===== config.mk =====
export PLATFORM = sky130hd
export DESIGN_NAME = fixed_p_std_div_pipe_flat
export DESIGN_NICKNAME = d
export VERILOG_FILES = /design/src/rtl/fixed_p_pkg.sv /design/src/rtl/fixed_p_std_div_pipe_if.sv /design/src/rtl/fixed_p_div_step.sv /design/src/rtl/fixed_p_std_div_pipe.sv /design/src/flat_wrapper.sv
export SDC_FILE = /design/constraint.sdc
export NUM_CORES = 1
export LEC_CHECK = 0
export CAP_MARGIN = 20
export CORE_MARGIN = 2
export CORE_UTILIZATION = 41
export DETAILED_ROUTE_END_ITERATION = 12
export PLACE_DENSITY_LB_ADDON = 0.05
export SETUP_SLACK_MARGIN = 0.4
export SLEW_MARGIN = 20
export SYNTH_ARGS = -nofsm -noshare
export SYNTH_HDL_FRONTEND = slang
export SYNTH_SLANG_ARGS = --single-unit

===== constraint.sdc =====
create_clock -name clk -period 3.8 [get_ports clk]
set_input_delay 0.95 -clock clk [delete_from_list [all_inputs] [get_ports clk]]
set_output_delay 0.95 -clock clk [all_outputs]
set_load 0.1 [all_outputs]

===== src/rtl/fixed_p_pkg.sv =====
// Shared types and helpers for the fixed-point Calyx-style arithmetic blocks.
package fixed_p_pkg;

  typedef enum logic [1:0] {IDLE, RUN, DONE} div_state_t;

  // Restoring division needs one step per bit of the widened dividend.
  function automatic int unsigned fp_div_iters(input int unsigned width,
                                               input int unsigned fract_width);
    return width + fract_width;
  endfunction

endpackage


===== src/rtl/fixed_p_std_div_pipe_if.sv =====
// go/done handshake bundle for the multi-cycle fixed-point divider.
interface fixed_p_std_div_pipe_if #(
    parameter int unsigned WIDTH = 32
) ();

    logic             go;
    logic [WIDTH-1:0] left;
    logic [WIDTH-1:0] right;
    logic [WIDTH-1:0] out_quotient;
    logic [WIDTH-1:0] out_remainder;
    logic             overflow;
    logic             done;

    modport master (
        output go, left, right,
        input  out_quotient, out_remainder, overflow, done
    );

    modport slave (
        input  go, left, right,
        output out_quotient, out_remainder, overflow, done
    );

endinterface


===== src/rtl/fixed_p_div_step.sv =====
// One restoring shift-subtract step: shift in a dividend bit, subtract if it fits.
module fixed_p_div_step #(
    parameter int unsigned WIDTH = 32
) (
    input  logic [WIDTH:0]   remainder,
    input  logic             din,
    input  logic [WIDTH-1:0] divisor,
    output logic [WIDTH:0]   remainder_next,
    output logic             q_bit
);

    logic [WIDTH:0] shifted;

    always_comb begin
        shifted = {remainder[WIDTH-1:0], din};
        // A set top bit means the shifted value already exceeds any divisor.
        q_bit = remainder[WIDTH] | (shifted >= {1'b0, divisor});
        remainder_next = q_bit ? (shifted - {1'b0, divisor}) : shifted;
    end

endmodule


===== src/rtl/fixed_p_std_div_pipe.sv =====
// Multi-cycle unsigned fixed-point divider, restoring algorithm, Calyx go/done handshake.
module fixed_p_std_div_pipe
    import fixed_p_pkg::*;
#(
    parameter int unsigned WIDTH       = 32,
    parameter int unsigned INT_WIDTH   = 8,
    parameter int unsigned FRACT_WIDTH = 24
) (
    input  logic                  clk,
    input  logic                  reset,
    fixed_p_std_div_pipe_if.slave bus
);

    localparam int unsigned N  = fp_div_iters(WIDTH, FRACT_WIDTH);
    localparam int unsigned CW = $clog2(N + 1);

    if (WIDTH != INT_WIDTH + FRACT_WIDTH) begin : g_width_check
        $error("fixed_p_std_div_pipe: WIDTH must equal INT_WIDTH + FRACT_WIDTH");
    end

    div_state_t       state_q, state_d;
    // Dividend bits shift out the top while quotient bits fill in from the bottom.
    logic [N-1:0]     dvd_q, dvd_d;
    logic [WIDTH:0]   rem_q, rem_d;
    logic [WIDTH-1:0] div_q, div_d;
    logic [WIDTH-1:0] left_q, left_d;
    logic [CW-1:0]    cnt_q, cnt_d;
    logic             zero_q, zero_d;

    logic [WIDTH-1:0] quot_q, quot_d;
    logic [WIDTH-1:0] rem_out_q, rem_out_d;
    logic             ovf_q, ovf_d;
    logic             done_q, done_d;

    logic [WIDTH:0]   step_rem;
    logic             step_q;

    fixed_p_div_step #(
        .WIDTH (WIDTH)
    ) u_step (
        .remainder      (rem_q),
        .din            (dvd_q[N-1]),
        .divisor        (div_q),
        .remainder_next (step_rem),
        .q_bit          (step_q)
    );

    always_ff @(posedge clk) begin
        if (!reset) begin
            state_q   <= IDLE;
            dvd_q     <= '0;
            rem_q     <= '0;
            div_q     <= '0;
            left_q    <= '0;
            cnt_q     <= '0;
            zero_q    <= 1'b0;
            quot_q    <= '0;
            rem_out_q <= '0;
            ovf_q     <= 1'b0;
            done_q    <= 1'b0;
        end else begin
            state_q   <= state_d;
            dvd_q     <= dvd_d;
            rem_q     <= rem_d;
            div_q     <= div_d;
            left_q    <= left_d;
            cnt_q     <= cnt_d;
            zero_q    <= zero_d;
            quot_q    <= quot_d;
            rem_out_q <= rem_out_d;
            ovf_q     <= ovf_d;
            done_q    <= done_d;
        end
    end

    always_comb begin
        state_d   = state_q;
        dvd_d     = dvd_q;
        rem_d     = rem_q;
        div_d     = div_q;
        left_d    = left_q;
        cnt_d     = cnt_q;
        zero_d    = zero_q;
        quot_d    = quot_q;
        rem_out_d = rem_out_q;
        ovf_d     = ovf_q;
        done_d    = 1'b0;

        case (state_q)
            IDLE: begin
                if (bus.go) begin
                    dvd_d   = {bus.left, {FRACT_WIDTH{1'b0}}};
                    div_d   = bus.right;
                    left_d  = bus.left;
                    rem_d   = '0;
                    cnt_d   = CW'(N);
                    zero_d  = (bus.right == '0);
                    state_d = RUN;
                end
            end
            RUN: begin
                rem_d = step_rem;
                dvd_d = {dvd_q[N-2:0], step_q};
                cnt_d = cnt_q - CW'(1);
                if (cnt_q == CW'(1)) begin
                    state_d = DONE;
                end
            end
            DONE: begin
                done_d    = 1'b1;
                quot_d    = zero_q ? '1 : dvd_q[WIDTH-1:0];
                rem_out_d = zero_q ? left_q : rem_q[WIDTH-1:0];
                ovf_d     = zero_q | (|dvd_q[N-1:WIDTH]);
                state_d   = IDLE;
            end
            default: state_d = IDLE;
        endcase
    end

    assign bus.out_quotient  = quot_q;
    assign bus.out_remainder = rem_out_q;
    assign bus.overflow      = ovf_q;
    assign bus.done          = done_q;

endmodule


===== src/flat_wrapper.sv =====
// flat-port wrapper written by rule: the top's interface ports become plain ports
module fixed_p_std_div_pipe_flat import fixed_p_pkg::*;
#(
    parameter int unsigned WIDTH       = 32,
    parameter int unsigned INT_WIDTH   = 8,
    parameter int unsigned FRACT_WIDTH = 24
)
  (clk, reset, bus_go, bus_left, bus_right, bus_out_quotient, bus_out_remainder, bus_overflow, bus_done);
  fixed_p_std_div_pipe_if #(.WIDTH(WIDTH)) bus_i ();
  input  logic clk;
  input  logic reset;
  input wire logic [$bits(bus_i.go)-1:0] bus_go;
  input wire logic [$bits(bus_i.left)-1:0] bus_left;
  input wire logic [$bits(bus_i.right)-1:0] bus_right;
  output wire logic [$bits(bus_i.out_quotient)-1:0] bus_out_quotient;
  output wire logic [$bits(bus_i.out_remainder)-1:0] bus_out_remainder;
  output wire logic [$bits(bus_i.overflow)-1:0] bus_overflow;
  output wire logic [$bits(bus_i.done)-1:0] bus_done;
  assign bus_i.go = bus_go;
  assign bus_i.left = bus_left;
  assign bus_i.right = bus_right;
  assign bus_out_quotient = bus_i.out_quotient;
  assign bus_out_remainder = bus_i.out_remainder;
  assign bus_overflow = bus_i.overflow;
  assign bus_done = bus_i.done;
  fixed_p_std_div_pipe #(.WIDTH(WIDTH), .INT_WIDTH(INT_WIDTH), .FRACT_WIDTH(FRACT_WIDTH)) u_core (.clk(clk), .reset(reset), .bus(bus_i));
endmodule

==> summary.txt <==
Result of the run: completed
Clock buffer count from CTS: 25
Net count of the mapped netlist: 1342
I/O pin count: 133
Least-Margin Pin Slew: 1010 ps
DRC: 0
Clock tree buffer depth: 3
Count of warnings emitted by yosys: 0
Cell taking the most area after synthesis: sky130_fd_sc_hd__dfxtp_1
Worst endpoint required time: 4190 ps
Most common cell type on the critical path: sky130_fd_sc_hd__o21ai_1
Site Rows: 57
Die span in x: 162.2 um
Fraction of synthesized cell area taken by the top area cell type: 44.46%
Fin crit share: 81.28%
Number of DRC markers in iteration 0: 738
Slowest stage delay, CP: 640 ps
Core Footprint: 24460 sq um
Drt wl/cell: 16.59 um
RSZ-0062 raised after global routing: false
Antenna violations before repair: 0
Proportion of register bits with asynchronous set or reset after synthesis: 0%
Arrival time reported for the critical path endpoint: 3480 ps
Post-synthesis instance total: 1240
First-pass GRT wire length: 44640 um
# Max-Cap Violations: 0
Synth top area cells: sky130_fd_sc_hd__dfxtp_1 (44%), sky130_fd_sc_hd__nand2_1 (8.5%), sky130_fd_sc_hd__mux2i_1 (5.2%)
Normalized max-slew margin: 32.46%
Setup Fix Bufs, Post-CTS: 0
Worst hold slack: 449.3 ps
Sum of overflow across all layers after global routing: 0
Sort of element at the end of the critical path: flop
Aggregate global-route resource usage: 20.76%
First-pass iteration count of the detailed router: 5
Total of hold buffers inserted after clock tree synthesis: 0
Hold violation count in the final report: 0
Share of final-layout standard cells stronger than drive strength 1: 5.377%
Post-detail-place hpwl: 18980 um
Final #Nets: 1423
Time the worst path needs with I/O delays and setup: 3089 ps
Leak Pwr: 4.652 nW
Final Setup Violations: 0
Clock edge transition at the registers on the reported setup and hold paths: 60 ps
Cell breakdown of the critical path: inv_1 > ha_1 > a21oi_1 > nor2_1 > a2111oi_0 > o21ai_1 > a31oi_2 > o21ai_0 > xor2_1 > mux2i_1 > o21ai_1
Synthesized cell area: 10270 sq um
Port bufs: 132
Power, Total: 0.01022 W
Yosys reg bits: 228
Depth of the CTS H-tree: 1
Main flop type after synthesis: sky130_fd_sc_hd__dfxtp_1
Via-per-instance ratio: 5.301
Type of origin of the critical path: flop
Vias after detailed routing: 8816
DRT antenna net count: 0
Max VDD drop: 0.8234 mV
Height of the chip: 162.2 um
CP max FO: 5
Wire length reported by the detailed router: 27580 um
Clock skew: 13.72 ps
F_max: 323.7 MHz
Synth-to-Final Area Change: 23.04%
Area enclosed by the die boundary: 26320 sq um
Final sum of negative setup slack: 0 ps
Clock tree from TritonCTS: built
Number of flops mapped to enable cells by yosys: 0
Largest net degree at the start of global routing: 170
Slowest-stage cell, CP: sky130_fd_sc_hd__a2111oi_0
Part of the Yosys area used for sequential elements: 44.46%
Ratio of total power to cell area: 808.8 nW/um^2
Final weighted congestion of routability-driven global placement: 0.8861
Diodes inserted: 0
Pins Over Slew Limit: 0
Number of different library cells in the post-synthesis netlist: 57
Type of the tightest min-delay check: flop to flop
Library cell used as clock root buffer: sky130_fd_sc_hd__clkbuf_16
Fillers: 2432
Category of the critical setup timing path: flop to flop
Post-Route Utilization: 51.63%
Cells resized by post-CTS repair: 0
Avg Inst Size Synth: 8.279 sq um
Clock insertion delay at the later pin of the skew report: 540 ps
CTS sink count: 228
Via count of the first global-routing pass: 8196
Starting utilization of the core area: 41.97%
## kinds of logic (layout without fill, tap and decap cells)
kind of cell | Yosys count | count (layout) | synth area share (%)
mux | 53 | 53 | 5.168
xor+xnor | 29 | 29 | 2.474
compound gates | 297 | 297 | 18.82
flops | 228 | 228 | 44.46
simple gates | 462 | 462 | 19.43
fa+ha+maj | 35 | 35 | 4.339
buf+inv | 136 | 235 | 5.314
## power by group
group	internal (W)	switching, W	leakage (nW)
Clock	0.00142	0.00101	0.403
Combinational	0.00215	0.00275	2.39
Sequential	0.00263	0.000261	1.86
Total	0.00620	0.00401	4.65
## cell type report
class	count	area, sq um	area share, %
inverters	45	171.4	1.357
clock buffers	36	737.0	5.835
repair buffers	145	1481	11.73
multi-input cells	876	5177	40.99
clock inverters	9	92.59	0.7330
flip-flops and latches	228	4566	36.15
well taps	324	405.4	3.210
## stage by stage
stage	cells	setup WS, ps	instance area (sq um)
2_1_floorplan	1240	1181	10270
3_3_place_gp	1618	833.5	11800
3_5_place_dp	1618	782.0	11800
4_1_cts	1663	722.6	12630
5_1_grt	1663	456.6	12630
6_report	1663	711.2	12630
## sequential cells by signal (all words and copies together) (netlist names)
signal	count
u_core.rem_q	33
u_core.state_q	2
u_core.bus.out_remainder	32
u_core.bus.overflow	1
u_core.cnt_q	6
u_core.zero_q	1
u_core.left_q	32
u_core.bus.done	1
u_core.div_q	32
u_core.dvd_q	56
u_core.bus.out_quotient	32
## synth_stat cells (5+ instances only)
cell type / count
sky130_fd_sc_hd__a21o_1: 11
sky130_fd_sc_hd__buf_1: 17
sky130_fd_sc_hd__o21bai_1: 9
sky130_fd_sc_hd__mux2i_1: 53
sky130_fd_sc_hd__a211oi_1: 35
sky130_fd_sc_hd__nor4_1: 19
sky130_fd_sc_hd__o21ai_0: 16
sky130_fd_sc_hd__nand3_1: 9
sky130_fd_sc_hd__nand2_1: 232
sky130_fd_sc_hd__nand4_1: 13
sky130_fd_sc_hd__nor2_1: 91
sky130_fd_sc_hd__nor2b_1: 5
sky130_fd_sc_hd__a21oi_1: 98
sky130_fd_sc_hd__xnor2_1: 18
sky130_fd_sc_hd__or3_1: 5
sky130_fd_sc_hd__a22o_1: 25
sky130_fd_sc_hd__xor2_1: 11
sky130_fd_sc_hd__a31oi_1: 33
sky130_fd_sc_hd__o21ai_1: 32
sky130_fd_sc_hd__a32oi_1: 11
sky130_fd_sc_hd__ha_1: 34
sky130_fd_sc_hd__dfxtp_1: 228
sky130_fd_sc_hd__inv_1: 44
sky130_fd_sc_hd__clkbuf_1: 68
sky130_fd_sc_hd__o21a_1: 5
sky130_fd_sc_hd__nor3_1: 75
## metal layers
metal	GRT usage, %	wire length [um]	up-vias
met5	0	0	-
met4	4.787	544	0
met3	2.835	1235	37
met2	31.49	11810	215
met1	31.21	13990	4043
li1	-	-	4521
## cell usage in the layout, fill, tap and decap left out, types with 4 or more instances in the layout
| cell type | n |
|---|---|
| sky130_fd_sc_hd__a22o_1 | 25 |
| sky130_fd_sc_hd__nand2_1 | 231 |
| sky130_fd_sc_hd__mux2i_1 | 53 |
| sky130_fd_sc_hd__clkdlybuf4s50_1 | 132 |
| sky130_fd_sc_hd__dfxtp_1 | 227 |
| sky130_fd_sc_hd__a32oi_1 | 11 |
| sky130_fd_sc_hd__nor2_1 | 90 |
| sky130_fd_sc_hd__clkbuf_16 | 25 |
| sky130_fd_sc_hd__buf_4 | 8 |
| sky130_fd_sc_hd__nand4_1 | 13 |
| sky130_fd_sc_hd__or3_1 | 5 |
| sky130_fd_sc_hd__clkbuf_1 | 4 |
| sky130_fd_sc_hd__o21bai_1 | 9 |
| sky130_fd_sc_hd__o21a_1 | 5 |
| sky130_fd_sc_hd__a211oi_1 | 35 |
| sky130_fd_sc_hd__o21ai_1 | 32 |
| sky130_fd_sc_hd__a31oi_1 | 33 |
| sky130_fd_sc_hd__ha_1 | 34 |
| sky130_fd_sc_hd__buf_12 | 5 |
| sky130_fd_sc_hd__xnor2_1 | 18 |
| sky130_fd_sc_hd__nor3_1 | 74 |
| sky130_fd_sc_hd__xor2_1 | 11 |
| sky130_fd_sc_hd__nand3_1 | 9 |
| sky130_fd_sc_hd__a21o_1 | 11 |
| sky130_fd_sc_hd__nor4_1 | 19 |
| sky130_fd_sc_hd__clkbuf_8 | 7 |
| sky130_fd_sc_hd__clkinv_2 | 4 |
| sky130_fd_sc_hd__inv_1 | 44 |
| sky130_fd_sc_hd__o21ai_0 | 16 |
| sky130_fd_sc_hd__a21oi_1 | 98 |
## worst max-delay path, delay by kind of cell (launching register included)
kind	cells	cell delay [ps]
and+or+nand+nor	1	80
AOI/OAI and AO/OA	6	1820
buffers and inverters	1	50
xor gates and xnor gates	1	170
muxes	1	140
DFF	1	320
adders and majority gates	1	350
## final timing paths
kind,from,end,slack (ps),cells after the start
hold / removal,u_core.rem_q[32],u_core.rem_q[32],450,2
setup reg to reg,u_core.div_q[10],u_core.rem_q[18],710,11
setup / recovery,u_core.div_q[10],u_core.rem_q[18],710,11
hold reg to reg,u_core.rem_q[32],u_core.rem_q[32],450,2
(Power assumes the default switching activity.)
